## config.mk

```make
export PLATFORM = sky130hd
export DESIGN_NAME = uart_temp_rx_flat
export DESIGN_NICKNAME = d
export VERILOG_FILES = /design/src/rtl/uart_temp_pkg.sv /design/src/rtl/uart_temp_rx_if.sv /design/src/rtl/uart_rx_byte.sv /design/src/rtl/uart_temp_rx.sv /design/src/flat_wrapper.sv
export SDC_FILE = /design/constraint.sdc
export NUM_CORES = 1
export LEC_CHECK = 0
export ABC_AREA = 1
export CORE_MARGIN = 4
export CORE_UTILIZATION = 57
export CTS_BUF_LIST = sky130_fd_sc_hd__clkbuf_2
export DETAILED_ROUTE_END_ITERATION = 12
export PLACE_DENSITY = 0.79
export SLEW_MARGIN = 5
export SYNTH_ARGS = -nofsm -noshare
export SYNTH_HDL_FRONTEND = slang
export SYNTH_HIERARCHICAL = 1
export SYNTH_SLANG_ARGS = --single-unit
```

## constraint.sdc

```tcl
create_clock -name osc -period 2.9 [get_ports osc]
set_clock_uncertainty 0.2 [all_clocks]
set_input_delay 0.58 -clock osc [delete_from_list [all_inputs] [get_ports osc]]
set_output_delay 0.58 -clock osc [all_outputs]
set_load 0.03 [all_outputs]
```

## src/rtl/uart_temp_pkg.sv

```systemverilog
// uart_temp_pkg: shared ASCII constants, oversample ratio and FSM state types
// for the UART temperature receiver.
package uart_temp_pkg;
    localparam int OVS = 16;
    localparam logic [7:0] ASCII_0 = 8'h30;
    localparam logic [7:0] ASCII_9 = 8'h39;
    localparam logic [7:0] ASCII_DOT = 8'h2E;
    localparam logic [7:0] ASCII_CR = 8'h0D;
    localparam logic [7:0] ASCII_LF = 8'h0A;
    typedef enum logic [2:0] {B_IDLE, B_START, B_DATA, B_PARITY, B_STOP} byte_state_t;
    typedef enum logic [1:0] {P_INT, P_FRAC, P_DONE_FRAC, P_DISCARD} parse_state_t;
endpackage

```

## src/rtl/uart_temp_rx_if.sv

```systemverilog
// uart_temp_rx_if: serial input and temperature report outputs of uart_temp_rx.
interface uart_temp_rx_if;
    logic        rxd;
    logic [31:0] temp_x10;
    logic        temp_valid;
    logic        frame_err;
    logic        overflow_err;
    modport master (input rxd, output temp_x10, temp_valid, frame_err, overflow_err);
    modport slave (output rxd, input temp_x10, temp_valid, frame_err, overflow_err);
endinterface

```

## src/rtl/uart_rx_byte.sv

```systemverilog
// uart_rx_byte: 16x oversampling UART byte receiver (8N1, or 8E1 when
// UART_RX_PARITY_EN is defined).
module uart_rx_byte
    import uart_temp_pkg::*;
#(
    parameter int CLK_HZ = 50_000_000,
    parameter int BAUD = 115200
) (
    input  logic       osc,
    input  logic       reset,
    input  logic       rxd,
    output logic [7:0] byte_data,
    output logic       byte_strobe,
    output logic       frame_err
);
    localparam int DIV = CLK_HZ / (BAUD * OVS);
    localparam int DW = $clog2(DIV + 1);
    logic s1, s2, s3, tick, mid, fall, perr, strobe_n, ferr_n;
    logic [DW-1:0] div, div_n;
    logic [3:0] ph, ph_n;
    logic [2:0] bcnt, bcnt_n;
    logic [7:0] sh, sh_n;
    byte_state_t state, state_n;
    assign tick = div == DW'(DIV - 1);
    assign mid = tick && ph == 4'd15;
    assign fall = s3 & ~s2;
    assign byte_data = sh;
`ifdef UART_RX_PARITY_EN
    logic par, par_n;
    assign perr = par;
    always_ff @(posedge osc or posedge reset)
        if (reset) par <= 1'b0;
        else par <= par_n;
`else
    assign perr = 1'b0;
`endif
    always_ff @(posedge osc or posedge reset)
        if (reset) begin
            {s1, s2, s3} <= 3'b111;
            state <= B_IDLE;
            div <= '0;
            ph <= '0;
            bcnt <= '0;
            sh <= '0;
            byte_strobe <= 1'b0;
            frame_err <= 1'b0;
        end else begin
            {s1, s2, s3} <= {rxd, s1, s2};
            state <= state_n;
            div <= div_n;
            ph <= ph_n;
            bcnt <= bcnt_n;
            sh <= sh_n;
            byte_strobe <= strobe_n;
            frame_err <= ferr_n;
        end
    always_comb begin
        state_n = state;
        div_n = tick ? '0 : div + 1'b1;
        ph_n = tick ? ph + 4'd1 : ph;
        bcnt_n = bcnt;
        sh_n = sh;
        strobe_n = 1'b0;
        ferr_n = 1'b0;
`ifdef UART_RX_PARITY_EN
        par_n = par;
`endif
        case (state)
            B_IDLE: if (fall) begin
                state_n = B_START;
                div_n = '0;
                ph_n = '0;
            end
            B_START: if (tick && ph == 4'd7) begin
                state_n = s2 ? B_IDLE : B_DATA;
                ph_n = '0;
                bcnt_n = '0;
            end
            B_DATA: if (mid) begin
                sh_n = {s2, sh[7:1]};
                bcnt_n = bcnt + 3'd1;
`ifdef UART_RX_PARITY_EN
                state_n = bcnt == 3'd7 ? B_PARITY : B_DATA;
`else
                state_n = bcnt == 3'd7 ? B_STOP : B_DATA;
`endif
            end
`ifdef UART_RX_PARITY_EN
            B_PARITY: if (mid) begin
                par_n = s2 ^ (^sh);
                state_n = B_STOP;
            end
`endif
            B_STOP: if (mid) begin
                state_n = B_IDLE;
                strobe_n = s2 & ~perr;
                ferr_n = ~s2 | perr;
            end
            default: state_n = B_IDLE;
        endcase
    end
endmodule

```

## src/rtl/uart_temp_rx.sv

```systemverilog
// uart_temp_rx: parses ASCII decimal temperature reports ("23.5\r") from a UART
// into a x10 value; UART_RX_PARITY_EN enables even parity on the link.
module uart_temp_rx
    import uart_temp_pkg::*;
#(
    parameter int CLK_HZ = 50_000_000,
    parameter int BAUD = 115200,
    parameter int MAX_INT_DIGITS = 5
) (
    input logic osc,
    input logic reset,
    uart_temp_rx_if.master bus
);
    localparam int NW = $clog2(MAX_INT_DIGITS + 1);
    logic [7:0] b;
    logic stb, ferr, is_dig, is_term, valid, valid_n, ovf, ovf_n;
    logic [31:0] acc, acc_n, x10, x10_n;
    logic [3:0] frac, frac_n, d;
    logic [NW-1:0] nd, nd_n;
    parse_state_t ps, ps_n;
    uart_rx_byte #(.CLK_HZ(CLK_HZ), .BAUD(BAUD)) u_byte (
        .osc(osc), .reset(reset), .rxd(bus.rxd),
        .byte_data(b), .byte_strobe(stb), .frame_err(ferr)
    );
    assign bus.temp_x10 = x10;
    assign bus.temp_valid = valid;
    assign bus.frame_err = ferr;
    assign bus.overflow_err = ovf;
    assign is_dig = b >= ASCII_0 && b <= ASCII_9;
    assign is_term = b == ASCII_CR || b == ASCII_LF;
    assign d = b[3:0];
    always_ff @(posedge osc or posedge reset)
        if (reset) begin
            ps <= P_INT;
            acc <= '0;
            frac <= '0;
            nd <= '0;
            x10 <= '0;
            valid <= 1'b0;
            ovf <= 1'b0;
        end else begin
            ps <= ps_n;
            acc <= acc_n;
            frac <= frac_n;
            nd <= nd_n;
            x10 <= x10_n;
            valid <= valid_n;
            ovf <= ovf_n;
        end
    always_comb begin
        ps_n = ps;
        acc_n = acc;
        frac_n = frac;
        nd_n = nd;
        x10_n = x10;
        valid_n = 1'b0;
        ovf_n = 1'b0;
        if (stb) begin
            if (is_term) begin
                ps_n = P_INT;
                acc_n = '0;
                frac_n = '0;
                nd_n = '0;
                valid_n = ps != P_DISCARD && nd != '0;
                x10_n = valid_n ? (acc << 3) + (acc << 1) + {28'd0, frac} : x10;
            end else if (ps == P_INT && is_dig) begin
                ovf_n = nd == NW'(MAX_INT_DIGITS);
                ps_n = ovf_n ? P_DISCARD : P_INT;
                acc_n = ovf_n ? acc : (acc << 3) + (acc << 1) + {28'd0, d};
                nd_n = ovf_n ? nd : nd + 1'b1;
            end else if (ps == P_INT && b == ASCII_DOT) begin
                ps_n = P_FRAC;
            end else if (ps == P_FRAC && is_dig) begin
                frac_n = d;
                ps_n = P_DONE_FRAC;
            end else if (!(ps == P_DONE_FRAC && is_dig)) begin
                ps_n = P_DISCARD;
            end
        end
    end
endmodule

```

## src/flat_wrapper.sv

```systemverilog
// flat-port wrapper written by rule: the top's interface ports become plain ports
module uart_temp_rx_flat import uart_temp_pkg::*;
#(
    parameter int CLK_HZ = 50_000_000,
    parameter int BAUD = 115200,
    parameter int MAX_INT_DIGITS = 5
)
  (osc, reset, bus_rxd, bus_temp_x10, bus_temp_valid, bus_frame_err, bus_overflow_err);
  uart_temp_rx_if bus_i ();
  input logic osc;
  input logic reset;
  input wire logic [$bits(bus_i.rxd)-1:0] bus_rxd;
  output wire logic [$bits(bus_i.temp_x10)-1:0] bus_temp_x10;
  output wire logic [$bits(bus_i.temp_valid)-1:0] bus_temp_valid;
  output wire logic [$bits(bus_i.frame_err)-1:0] bus_frame_err;
  output wire logic [$bits(bus_i.overflow_err)-1:0] bus_overflow_err;
  assign bus_i.rxd = bus_rxd;
  assign bus_temp_x10 = bus_i.temp_x10;
  assign bus_temp_valid = bus_i.temp_valid;
  assign bus_frame_err = bus_i.frame_err;
  assign bus_overflow_err = bus_i.overflow_err;
  uart_temp_rx #(.CLK_HZ(CLK_HZ), .BAUD(BAUD), .MAX_INT_DIGITS(MAX_INT_DIGITS)) u_core (.osc(osc), .reset(reset), .bus(bus_i));
endmodule
```

==> results.txt <==
The run finished, with violations left. The checks that failed: setup timing. Traced cell by cell, the critical path runs through ha_2 -> inv_2 -> fa_2 -> inv_2 -> nand2_4 -> nand2_4 -> nand2_4 -> or2_4 -> nand2_4 -> buf_12 -> nand2_4 -> nor2_4 -> inv_2 -> nor2_4 -> nand2_2 -> nor2_4 -> nand2_1 -> xor2_1 -> o21ai_2.

In this design, the largest share of critical-path delay is due to simple AND/OR/NAND/NOR gates. The type of the worst setup path is reg -> reg. After synthesis, the cell types taking the most area are sky130_fd_sc_hd__dfrtp_1 30%, sky130_fd_sc_hd__nand2_1 20%, sky130_fd_sc_hd__inv_1 8.5%. For the pin with the worst max-slew slack, the measured transition is 0.6240 ns. Global routing finished with a remaining overflow of 0. The net switching component of the power came out at 0.8230 mW.

The clock passes through at most 2 buffers. The tree is rooted in a sky130_fd_sc_hd__clkbuf_2. The switching share of total power came out at 0.3212.

Of the total synthesized cell area, the portion taken by XOR and XNOR cells is 0.02535. Yosys mapped the design onto 48 distinct sky130hd cell types. For this run, the register share of the synthesized area comes to 0.3102.

The average wire per standard cell is 15.50 microns. The detailed router's first-iteration violation count came out at 843. The path class of the tightest hold or removal check is in -> async. The number of filler cells placed in the layout came out at 1099. The synthesis-to-finish area growth is 25.43%. The number of cells traversed by the worst register-to-register path came out at 19.

The mean instance size in the synthesized netlist came out at 6.599 sq um. Data on the critical path is required at its endpoint by 3.24 ns. The area of the die is 0.01645 sq mm. The setup slack of the critical path after layout is -0.04350 ns. The y dimension of the die is 128.2 microns. The tree built by TritonCTS fans out to 102 sinks. The count of antenna diodes in the layout is 0. Summed over all nets, the half-perimeter wirelength after detailed placement is 18.00 mm. Based on the critical path, the design can be clocked at up to 339.7 MHz. The worst slew margin relative to its limit is 0.5834. The clock group share of total power came out at 0.262. The most frequent standard cell in the layout excluding fill and tap cells is sky130_fd_sc_hd__nand2_1. The setup-violating endpoint count in the final report is 7. The H-tree depth reported by CTS came out at 3. Data on the critical path arrives at its endpoint at 3.28 ns. The total count of hold-check failures in the final report came out at 0. For this design the static power due to leakage is 5.397 nW. Synthesis produced a netlist whose cell count is 1249. The total stage count of the critical path came out at 19. The number of enable flip-flop cells after synthesis came out at 0. The width of the chip came out at 128.2 microns. The cell area after layout is 0.01034 sq mm.

The cell with the most instances on the worst path is sky130_fd_sc_hd__nand2_4. The number of global-route vias before repair came out at 7880. In this design, the stage delay of the slowest critical-path cell is 0.44 ns.

The top cell type's share of synthesized area came out at 0.3006. The placement row count came out at 43. The simple-gate area share of the yosys netlist is 0.4219. The max capacitance violation total is 0. The remaining antenna violation count after routing came out at 0. The fraction of the mapped netlist area in adder cells is 0.07257.

sky130_fd_sc_hd__dfrtp_1 takes more of the synthesized area than any other cell. The share of total power dissipated in combinational logic is 0.130. TritonCTS created 9 clock buffers. Synthesis produced a netlist with a net count of 1298. After the last flow step, the layout net total stands at 1429. Input and output buffers added on the ports amount to 37.

The proportion of synthesized area in mux cells is 0.002429. The most used flip-flop cell after synthesis is sky130_fd_sc_hd__dfrtp_1. Setup repair after global routing could not meet its margin everywhere.

STA classifies the critical path endpoint as a flip-flop. The critical path starts at u_core/acc[2]$_DFFE_PP0P_. The routability congestion estimate is 0.9751. In the global route stage, overall resource usage came out at 0.2887. The clock insertion delay at the later pin of the skew report is 0.63 ns. The placeable core region is 0.01404 sq mm.

The clock transition at the registers of the reported paths came out at 0.32 ns. STA classifies the critical path startpoint as a flip-flop. TritonCTS built the clock tree.

The period utilization came out at 1.015. The total negative slack for setup checks is -0.1256 ns. The fraction of final layout cells sized beyond drive strength 1 came out at 0.2448. The number of antenna violations at the first check in global routing is 0.

The first-pass GRT wire length is 38.02 mm. The synthesized area is 0.008242 sq mm. The multi-input combinational cells in the finished layout cover a total of 0.005529 sq mm.

The master of the slowest instance on the critical path is sky130_fd_sc_hd__dfrtp_1. The area used by sequential logic in the layout is 0.002565 sq mm. The setup slack on the worst flop-to-flop path is -0.04 ns.

The total detailed-routing wirelength came out at 24.27 mm. In this run the critical register-to-register path is captured at u_core/bus.temp_x10[20]$_DFFE_PP0P_. The async set-reset flop share out of synthesis came out at 1.000. Of the total power, registers draw 0.608. Hold repair after CTS inserted 0 buffers. Using the TritonRoute via totals, the vias-per-cell ratio works out to 5.519. The largest fanout on the critical path came out at 5. The reg-to-reg critical path startpoint is u_core/acc[2]$_DFFE_PP0P_. The number of pins with negative max-slew slack in the final report was 0. In the layout the commonest cells are 398 x sky130_fd_sc_hd__nand2_1, 176 x sky130_fd_sc_hd__inv_1, 93 x sky130_fd_sc_hd__nand3_1, 92 x sky130_fd_sc_hd__dfrtp_1, 83 x sky130_fd_sc_hd__buf_4. The number of flip-flops and latches in the synthesized netlist came out at 102. The number of buffers and inverters on the critical path is 4. The placed standard-cell area came out at 0.009270 sq mm.

The critical path capture point is u_core/bus.temp_x10[20]$_DFFE_PP0P_. The vias after detailed routing came out at 8638. Dividing total power by cell area gives a power density of 247.9 mW/mm^2. 38 I/O pins were placed.

The fraction of the mapped netlist area in compound gates came out at 0.07029. The worst ir drop on vdd came out at 0.3706 mV. The total iterations of the first detailed-routing run came out at 8. Internal power comes to 1.739 mW. For this configuration, the core starts out at a cell density of 0.5869.

Entering global routing, the biggest net connects 32 pins. After synthesis, the largest family of logic cells by area is simple AND/OR/NAND/NOR gates. The Yosys warning count is 6. The shortest period the worst path allows is 2.943 ns. For this run, design rule violations remaining after detail routing come to 0.
power by group through the flow:
| stage | clock (mW) | combinational (mW) | sequential [mW] |
|---|---|---|---|
| after detailed placement | 0 | 0.334 | 1.58 |
| after global placement | 0 | 0.319 | 1.58 |
| after global routing | 0.747 | 0.391 | 1.57 |
| after floorplan | 0 | 0.273 | 1.57 |
| final | 0.672 | 0.333 | 1.56 |
| after CTS | 0.682 | 0.336 | 1.56 |
sequential cells by signal (all words and copies together), names as in the netlist, 3 cells and up:
| signal | flops |
|---|---|
| u_core/nd | 3 |
| u_core/u_byte/ph | 4 |
| u_core/bus.temp_x10 | 32 |
| u_core/u_byte/byte_data | 8 |
| u_core/u_byte/state | 3 |
| u_core/frac | 4 |
| u_core/u_byte/bcnt | 3 |
| u_core/acc | 31 |
| u_core/u_byte/div | 5 |
final cells by class:
| cell class | count | share of cell area |
|---|---|---|
| multi-input cells | 938 | 0.5349 |
| well taps | 180 | 0.02179 |
| clock inverters | 7 | 0.006536 |
| inverters | 197 | 0.07177 |
| repair buffers | 132 | 0.1126 |
| clock buffers | 9 | 0.004357 |
| flip-flops and latches | 102 | 0.2481 |
routing by layer:
metal  global-route usage  vias to the layer above  routed length [microns]
met4              0.08052                        0                      561
met2               0.4499                      380                    10930
met1               0.4267                     4002                    10700
met5                    0                        -                        0
met3              0.03083                       57                     2082
li1                     -                     4199                        -
worst min-delay path: cells and delay by family:
family / cells / cell delay, ns
buffers and inverters: 3 / 0.81
metrics by stage:
| step | utilization | hold WS [ns] | power [mW] | std cells | setup slack, ns |
|---|---|---|---|---|---|
| finish | 0.7362 | 0.1281 | 2.562 | 1565 | -0.04350 |
| global route | 0.7362 | 0.09374 | 2.712 | 1565 | -0.1924 |
| CTS | 0.6830 | 0.1034 | 2.576 | 1543 | -0.01494 |
| detailed placement | 0.6602 | 0.1517 | 1.914 | 1515 | -0.1638 |
| global placement | 0.6602 | 0.1465 | 1.896 | 1515 | -0.06488 |
| floorplan | - | 0.1452 | 1.840 | 1249 | 0.1345 |
kinds of logic after synthesis:
| family | after synthesis |
|---|---|
| and+or+nand+nor | 768 |
| buffers and inverters | 209 |
| AOI/OAI and AO/OA | 99 |
| DFF | 102 |
| adders and majority gates | 46 |
| xor gates and xnor gates | 23 |
| muxes | 2 |
cell usage after synthesis, types with 4 or more instances:
cell type	instances
sky130_fd_sc_hd__inv_1	187
sky130_fd_sc_hd__o31ai_1	6
sky130_fd_sc_hd__inv_2	8
sky130_fd_sc_hd__nor2_1	102
sky130_fd_sc_hd__dfrtp_1	99
sky130_fd_sc_hd__nand2_2	24
sky130_fd_sc_hd__clkbuf_1	7
sky130_fd_sc_hd__o21ai_2	9
sky130_fd_sc_hd__o21ai_1	10
sky130_fd_sc_hd__nor2_4	13
sky130_fd_sc_hd__nand4_1	28
sky130_fd_sc_hd__nand2_1	442
sky130_fd_sc_hd__nor3_1	5
sky130_fd_sc_hd__nand2_4	7
sky130_fd_sc_hd__o21ai_0	37
sky130_fd_sc_hd__nand3_1	113
sky130_fd_sc_hd__xnor2_1	5
sky130_fd_sc_hd__nor2_2	15
sky130_fd_sc_hd__ha_1	43
sky130_fd_sc_hd__a21oi_1	26
sky130_fd_sc_hd__nand3b_1	4
sky130_fd_sc_hd__xor2_1	17
sky130_fd_sc_hd__nand3_2	6
worst min path at each step:
stage	startpoint	depth (start not counted)	slack, ns	endpoint
final	reset	3	0.13	u_core/u_byte/bcnt[1]$_DFFE_PP0P_
after global routing	bus_rxd	1	0.09	u_core/u_byte/s1$_DFF_PP1_
after CTS	reset	3	0.10	u_core/u_byte/byte_data[1]$_DFFE_PP0P_
after detailed placement	u_core/u_byte/s1$_DFF_PP1_	0	0.15	u_core/u_byte/s2$_DFF_PP1_
after global placement	u_core/u_byte/s1$_DFF_PP1_	0	0.15	u_core/u_byte/s2$_DFF_PP1_
after floorplan	u_core/u_byte/s1$_DFF_PP1_	0	0.15	u_core/u_byte/s2$_DFF_PP1_
timing repair:
item | 4_1_cts | 5_1_grt
pin swaps | 17 | 36
setup buffers | 12 | 23
setup endpoints to repair | 34 | 42
resized for setup | 27 | 163
No activity file was read; power rests on OpenSTA's default activity.
